**config.mk**
```make
export PLATFORM = sky130hd
export DESIGN_NAME = deaggregator
export DESIGN_NICKNAME = d
export VERILOG_FILES = /design/src/rtl/deaggregator_pkg.sv /design/src/rtl/deaggregator_ii_gap_timer.sv /design/src/rtl/deaggregator.sv
export SDC_FILE = /design/constraint.sdc
export NUM_CORES = 1
export LEC_CHECK = 0
export CAP_MARGIN = 10
export CORE_MARGIN = 1.5
export CORE_UTILIZATION = 50
export DETAILED_ROUTE_END_ITERATION = 8
export PLACE_DENSITY = 0.83
export SYNTH_ARGS = -nofsm -noshare
export SYNTH_HDL_FRONTEND = slang
export SYNTH_SLANG_ARGS = --single-unit
```
**constraint.sdc**
```tcl
create_clock -name clk -period 4.9 [get_ports clk]
set_input_delay 0.98 -clock clk [delete_from_list [all_inputs] [get_ports clk]]
set_output_delay 0.98 -clock clk [all_outputs]
set_load 0.02 [all_outputs]
```
**src/rtl/deaggregator_pkg.sv**
```systemverilog
// ============================================================================
//  Module      : deaggregator_pkg
//  Description : Shared definitions for the deaggregator slice.
//                - FSM state type and encodings (DEAGG_IDLE / DEAGG_DRAIN)
//                - width helper for counters that must be at least 1 bit
//                - DEAGG_ELEM element-slice helper macro
//  Revision    : 1.0  initial release
// ============================================================================
`default_nettype none

package deaggregator_pkg;

    // One-bit state register; encodings kept as plain constants so legacy
    // code comparing against 1'b0 / 1'b1 keeps working.
    typedef logic [0:0] deagg_state_t;

    localparam deagg_state_t DEAGG_IDLE  = 1'b0;
    localparam deagg_state_t DEAGG_DRAIN = 1'b1;

    // $clog2(n), but never less than one bit so that counters for n == 1
    // still have a legal declaration.
    function automatic int unsigned width_min1(input int unsigned n);
        return (n > 1) ? $clog2(n) : 1;
    endfunction

endpackage : deaggregator_pkg

// Element k of a packed vector of w-bit elements (element 0 in the LSBs).
`ifndef DEAGG_ELEM
`define DEAGG_ELEM(vec, k, w) vec[(k)*(w) +: (w)]
`endif

`default_nettype wire

```
**src/rtl/deaggregator_ii_gap_timer.sv**
```systemverilog
// ============================================================================
//  Module      : ii_gap_timer
//  Description : Initiation-interval spacer. A pulse on load arms a down
//                counter with II-1; done is high whenever the counter is 0.
//                The counter decrements every cycle regardless of any
//                downstream stall. With II == 1 done is constantly high and
//                no state is kept.
//  Ports       : clk   clock
//                rst   synchronous active-high reset (counter -> 0)
//                load  an element was just handed off; start a new gap
//                done  no gap pending, the next element may be offered
//  Revision    : 1.0  initial release
// ============================================================================
`default_nettype none

module ii_gap_timer
    import deaggregator_pkg::*;
#(
    parameter int II = 1
) (
    input  logic clk,
    input  logic rst,
    input  logic load,
    output logic done
);

    if (II > 1) begin : g_paced
        localparam int GW = width_min1(II);

        logic [GW-1:0] gap_q;
        logic [GW-1:0] gap_d;

        always_comb begin
            gap_d = gap_q;
            if (load) begin
                gap_d = GW'(II - 1);
            end else if (gap_q != '0) begin
                gap_d = gap_q - 1'b1;
            end
        end

        always_ff @(posedge clk) begin
            if (rst) begin
                gap_q <= '0;
            end else begin
                gap_q <= gap_d;
            end
        end

        assign done = (gap_q == '0);
    end else begin : g_unpaced
        // No spacing: every cycle is eligible. Inputs are intentionally
        // left unconsumed in this configuration.
        logic unused_ok;
        assign unused_ok = ^{clk, rst, load};
        assign done      = 1'b1;
    end

endmodule : ii_gap_timer

`default_nettype wire

```
**src/rtl/deaggregator.sv**
```systemverilog
// ============================================================================
//  Module      : deaggregator
//  Description : Parallel-to-serial unpacker. Accepts one N_INS*WIDTH word
//                and emits its elements one per output handshake, element 0
//                first, with at least II cycles between output handshakes.
//                Optional build macro DEAGG_SKID_EN adds a second word
//                register so the next word can be accepted while draining.
//  Ports       : clk        clock
//                rst        synchronous active-high reset
//                in_valid   input word valid
//                in_ready   a word can be accepted this cycle
//                in         packed word, element k = in[(k+1)*WIDTH-1 -: WIDTH]
//                out_valid  out holds a valid element
//                out_ready  downstream accepts the element
//                out        current element
//                out_last   out is element N_INS-1 of its word
//                busy       a word is held and not fully drained
//  Revision    : 1.0  initial release
// ============================================================================
`default_nettype none

module deaggregator
    import deaggregator_pkg::*;
#(
    parameter int WIDTH = 16,
    parameter int N_INS = 4,
    parameter int II    = 1
) (
    input  logic                   clk,
    input  logic                   rst,
    input  logic                   in_valid,
    output logic                   in_ready,
    input  logic [N_INS*WIDTH-1:0] in,
    output logic                   out_valid,
    input  logic                   out_ready,
    output logic [WIDTH-1:0]       out,
    output logic                   out_last,
    output logic                   busy
);

    localparam int            IW       = width_min1(N_INS);
    localparam logic [IW-1:0] LAST_IDX = IW'(N_INS - 1);

    // ------------------------------------------------------------------
    // State
    // ------------------------------------------------------------------
    deagg_state_t             state_q, state_d;
    logic [IW-1:0]            idx_q,   idx_d;
    logic [N_INS*WIDTH-1:0]   word_q,  word_d;

    logic                     w_gap_done;
    logic                     w_out_hs;
    logic                     w_last_hs;
    logic                     w_in_hs;
    logic                     w_load_main;
    logic [N_INS*WIDTH-1:0]   w_load_data;

    // ------------------------------------------------------------------
    // Output side
    // ------------------------------------------------------------------
    assign out_valid = (state_q == DEAGG_DRAIN) && w_gap_done;
    assign out_last  = out_valid && (idx_q == LAST_IDX);
    assign out       = `DEAGG_ELEM(word_q, idx_q, WIDTH);

    assign w_out_hs  = out_valid && out_ready;
    assign w_last_hs = w_out_hs && out_last;
    assign w_in_hs   = in_valid && in_ready;

    // A gap is only started between elements of the same word; a freshly
    // loaded word always starts with its first element immediately.
    ii_gap_timer #(
        .II   (II)
    ) u_gap (
        .clk  (clk),
        .rst  (rst),
        .load (w_out_hs && !out_last),
        .done (w_gap_done)
    );

`ifdef DEAGG_SKID_EN
    // ------------------------------------------------------------------
    // Skid word: decouples acceptance from the drain of the main word.
    // ------------------------------------------------------------------
    logic [N_INS*WIDTH-1:0]   skid_q,      skid_d;
    logic                     skid_full_q, skid_full_d;
    logic                     w_from_skid;

    assign in_ready    = !rst && !skid_full_q;
    assign busy        = (state_q == DEAGG_DRAIN) || skid_full_q;

    // On the last element, a parked word takes priority. in_ready is low
    // whenever the skid is full, so the two sources never compete. With an
    // empty skid a word arriving on the last handshake bypasses it, which
    // keeps the stream free of bubbles.
    assign w_from_skid = w_last_hs && skid_full_q;
    assign w_load_main = w_from_skid ||
                         (w_in_hs && ((state_q == DEAGG_IDLE) || w_last_hs));
    assign w_load_data = w_from_skid ? skid_q : in;

    always_comb begin
        skid_d      = skid_q;
        skid_full_d = skid_full_q;
        if (w_from_skid) begin
            skid_full_d = 1'b0;
        end else if (w_in_hs && (state_q == DEAGG_DRAIN) && !w_last_hs) begin
            skid_d      = in;
            skid_full_d = 1'b1;
        end
    end

    always_ff @(posedge clk) begin
        if (rst) begin
            skid_q      <= '0;
            skid_full_q <= 1'b0;
        end else begin
            skid_q      <= skid_d;
            skid_full_q <= skid_full_d;
        end
    end
`else
    // ------------------------------------------------------------------
    // Single word register: a new word can only enter while idle or in
    // the same cycle the last element leaves. The DRAIN term is a
    // combinational path from out_ready, which is what lets back-to-back
    // words stream with no gap.
    // ------------------------------------------------------------------
    assign in_ready    = !rst &&
                         ((state_q == DEAGG_IDLE) || w_last_hs);
    assign busy        = (state_q == DEAGG_DRAIN);
    assign w_load_main = w_in_hs;
    assign w_load_data = in;
`endif

    // ------------------------------------------------------------------
    // Main word / index / FSM next state
    // ------------------------------------------------------------------
    always_comb begin
        state_d = state_q;
        idx_d   = idx_q;
        word_d  = word_q;

        if (w_out_hs && !out_last) begin
            idx_d = idx_q + 1'b1;
        end

        if (w_last_hs) begin
            state_d = DEAGG_IDLE;
        end

        // Loading overrides the drain bookkeeping above: a word that
        // replaces the finished one restarts at element 0.
        if (w_load_main) begin
            word_d  = w_load_data;
            idx_d   = '0;
            state_d = DEAGG_DRAIN;
        end
    end

    always_ff @(posedge clk) begin
        if (rst) begin
            state_q <= DEAGG_IDLE;
            idx_q   <= '0;
            word_q  <= '0;
        end else begin
            state_q <= state_d;
            idx_q   <= idx_d;
            word_q  <= word_d;
        end
    end

endmodule : deaggregator

`default_nettype wire

```
-- After elaboration in Yosys (flattened, before gate mapping)
Index checks and enable logic that the tools add are counted.
W data, S select, Z words.
- flip-flop bits (word level): 67
- input bits: 68
- word-level logic and storage cells: 20
- add/sub/neg operators: 1
- eq/ne operators: 1
- shift-type cells: 1
- muxes and demuxes: 2
- bitwise gates (word level): 1
- reductions and logical operators: 11
- operator list (operator ; count):
    $shiftx A64 B7 Y16 ; 1
    $logic_and A1 B1 Y1 ; 6
    $add A2 B1 Y2 const B ; 1
    $eq A2 B2 Y1 const B ; 1
    $logic_not A1 Y1 ; 2
    $mux W1 ; 2
    $reduce_bool A2 Y1 ; 1
    $reduce_or A2 Y1 ; 1
    $logic_or A1 B1 Y1 ; 1
    $not A1 Y1 ; 1

-- Depth between registers and ports, before layout
- depth in word-level cells: 7
- depth in mapped cells: 6
- gate-level depth less buffers: 4

-- Modules after synthesis
Synthesis repeated with hierarchy kept, for this count alone.
- cells, all modules: 184
- area total of the unflattened synthesis: 2563.7 um^2
- by module, submodules not included (module ; instances ; cells an instance ; area each (um^2) ; sequential area each (um^2)):
    deaggregator ; 1 ; 182 ; 2552.4 ; 1341.3
    ii_gap_timer ; 1 ; 2 ; 11.3 ; 0.0

-- Worst setup path before layout
OpenSTA, ideal clock, no wires.
- kind: input -> output
- start: input rst
- end: output in_ready
- arrival: 1.476 ns
- data required time: 3.920 ns
- setup slack: 2.444 ns
- stages: 2
- path buffers: 1
- cells stage by stage: clkbuf_1 > nor2_1
- longest elaborated chain between the ends: 2
- ends and longest elaborated chain (what ; line ; source):
    start, declared ; deaggregator.sv:30 ; input logic rst,
    $logic_not A1 Y1 ; deaggregator.sv:127 ; assign in_ready = !rst &&
    $logic_and A1 B1 Y1 ; deaggregator.sv:127 ;
    end, declared ; deaggregator.sv:32 ; output logic in_ready,
Every way passes these cells.

-- Worst setup path after layout
- start: register idx_q[0]
- end: output out[15]
- longest elaborated chain between the ends: 1
- ends and longest elaborated chain (what ; line ; source):
    start, declared ; deaggregator.sv:48 ; logic [IW-1:0] idx_q, idx_d;
    start signal, assigned ; deaggregator.sv:166 ; idx_q <= idx_d;
    $shiftx A64 B7 Y16 (no source line) ; - ;
    end, declared ; deaggregator.sv:36 ; output logic [WIDTH-1:0] out,
Every way passes these cells.

==> results_dict.tcl <==
set metrics [dict create \
    setup_violations 0 \
    rsz0062_at_grt "false" \
    setup_tns_ns 0 \
    ir_drop_mv 0.210 \
    dr.first_iter.drc_count 105 \
    synth.top_cell.area_share 0.434 \
    routabilityCongestion 0.692 \
    start_util 0.518 \
    clock-sinks 67 \
    cts_buffer_depth 2 \
    vias 2040 \
    required_ns 3.92 \
    ant_nets 0 \
    leakagePower_nw 1.65 \
    yosysTopAreaCell "dfxtp_1" \
    nFillCells 470 \
    post-cts-setup-buffers 0 \
    min_path_type "flip-flop to flip-flop" \
    syn-instance-count 242 \
    status "finished, final reports clean" \
    grt_pass1_wl_um 9470 \
    diodes 0 \
    relSlewSlack 0.397 \
    yosys.cell_types.count 20 \
    io_buffers 87 \
    fmax_mhz 295 \
    arrival_ns 2.41 \
    syn_to_final_growth_pct 34.6 \
    grt_antenna_before_repair 0 \
    cts_resized 0 \
    path_delay_family "buffers and inverters" \
    cts_tree "done" \
    totalWireLength_um 5870 \
    die_w_um 81.6 \
    dieArea_um2 6660 \
    die_y_um 81.6 \
    min_period_ns 3.39 \
    grt_usage 0.195 \
    yosysSeqAreaShare 0.434 \
    final_cell_mix "86 x clkdlybuf4s50_1, 67 x dfxtp_1, 64 x nor2b_1" \
    seqCellArea_um2 1340 \
    yosysWarnings 0 \
    hold_viol_final 0 \
    numCtsBuffers 9 \
    htreeDepth 3 \
    fin_ws_ns 1.51 \
    drc 0 \
    cts_hold_buffers 0 \
    post-route-period-util 0.693 \
    drive_above_1_share 0.222 \
    place_hpwl_um 3800 \
    crit_path_end_kind "output port" \
    critical_path_class "flip-flop to output port" \
    io_pins 88 \
    cts-root-buf "clkbuf_8" \
    grt-ovfl-total 0 \
    crit_chain "buf_4, mux4_2, clkdlybuf4s50_1" \
    clock_latency_ns 0.33 \
    critPathSlowestCell "dfxtp_1" \
    cp_num_buf_inv 2 \
    dp_worst_setup_slack_ns 1.62 \
    wl_per_cell_um 14.5 \
    grt_max_degree 69 \
    rows 28 \
    core_area_um2 5960 \
    syn_area_um2 3090 \
    fin_total_pwr_mw 1.28 \
    via_per_inst 5.05 \
    ys_seq_elements 67 \
    netlist_top_cells_area "dfxtp_1 43%, nor2b_1 13%, mux4_2 12%" \
    drv_cap 0 \
    synth.avg_cell_area_um2 12.8 \
    holdWs_ns 0.574 \
    final_common_cell "clkdlybuf4s50_1" \
    cp-start-kind "flip-flop" \
    fin_skew_ns 0.00455 \
    clkTransAtPathRegs_ns 0.07 \
    slew_viol_final 0 \
    slowest_delay_ns 0.63 \
    finalNetCount 393 \
    first_pass_iters 4 \
    grt_pass1_vias 2035 \
    tightest_slew_ns 0.904 \
    syn_nets 311 \
    path_max_fanout 11 \
    multi_input_area_um2 1620 \
    power.density_nw_per_um2 309 \
]
## layout make-up
| type | instances | share of cell area |
|---|---|---|
| Multi-Input combinational cell | 156 | 0.390 |
| Clock inverter | 4 | 0.0114 |
| Tap cell | 75 | 0.0226 |
| Clock buffer | 12 | 0.0397 |
| Timing Repair Buffer | 90 | 0.214 |
| Sequential cell | 67 | 0.323 |
## cells by family (layout without fill, tap and decap cells)
| family | Yosys count | after routing | share of synthesized area |
|---|---|---|---|
| compound gates | 1 | 1 | 0.00608 |
| xor+xnor | 1 | 1 | 0.00284 |
| fa+ha+maj | 1 | 1 | 0.00405 |
| buf+inv | 19 | 106 | 0.0434 |
| flops | 67 | 67 | 0.434 |
| mux | 81 | 81 | 0.364 |
| simple gates | 72 | 72 | 0.145 |
## where the power goes
part | internal, mW | switching [mW] | leakage [nW]
Combinational | 0.137 | 0.0707 | 0.993
Clock | 0.275 | 0.199 | 0.108
Sequential | 0.584 | 0.0196 | 0.552
## through the flow
stage	area (um^2)	util	cells
after global placement	3940	0.662	388
after global routing	4160	0.698	404
after floorplan	3090	-	242
final	4160	0.698	404
after CTS	4160	0.698	404
after detailed placement	3940	0.662	388
## path summary, 6_finish.rpt
kind / start / endpoint / slack [ns] / cells past startpoint
setup / recovery: idx_q[0] / out[15] / 1.51 / 3
hold / removal: word_q[23] / word_q[23] / 0.57 / 2
setup reg to reg: idx_q[1] / word_q[46] / 2.10 / 5
hold reg to reg: word_q[23] / word_q[23] / 0.57 / 2
## layer usage
| layer | routed length (um) | global-route usage | part of all wire | up-vias |
|---|---|---|---|---|
| li1 | - | - | - | 1004 |
| met1 | 2580 | 0.234 | 0.44 | 967 |
| met2 | 2740 | 0.311 | 0.47 | 56 |
| met3 | 425 | 0.0767 | 0.072 | 13 |
| met4 | 124 | 0.0831 | 0.021 | 0 |
| met5 | 0 | 0 | 0 | - |
## cell usage after synthesis
| cell | n |
|---|---|
| mux2_4 | 9 |
| mux4_2 | 16 |
| buf_6 | 3 |
| mux2i_1 | 1 |
| ha_1 | 1 |
| clkbuf_1 | 6 |
| nand3b_1 | 1 |
| buf_4 | 3 |
| nor2b_1 | 64 |
| a21boi_4 | 1 |
| buf_2 | 5 |
| xor2_1 | 1 |
| nor3_1 | 2 |
| buf_8 | 2 |
| dfxtp_1 | 67 |
| nor3b_2 | 1 |
| and2_1 | 1 |
| nor2_1 | 3 |
| mux2_1 | 29 |
| mux2_2 | 26 |
## state kept, by name (all words and copies together) (netlist names)
register  count
idx_q         2
word_q       64
busy          1
## tightest hold or removal path, delay by kind of cell, from the launching register on
family / cells / cell delay [ns]
flops: 1 / 0.31
mux: 1 / 0.12
simple gates: 1 / 0.11
No activity file was read; power rests on OpenSTA's default activity.
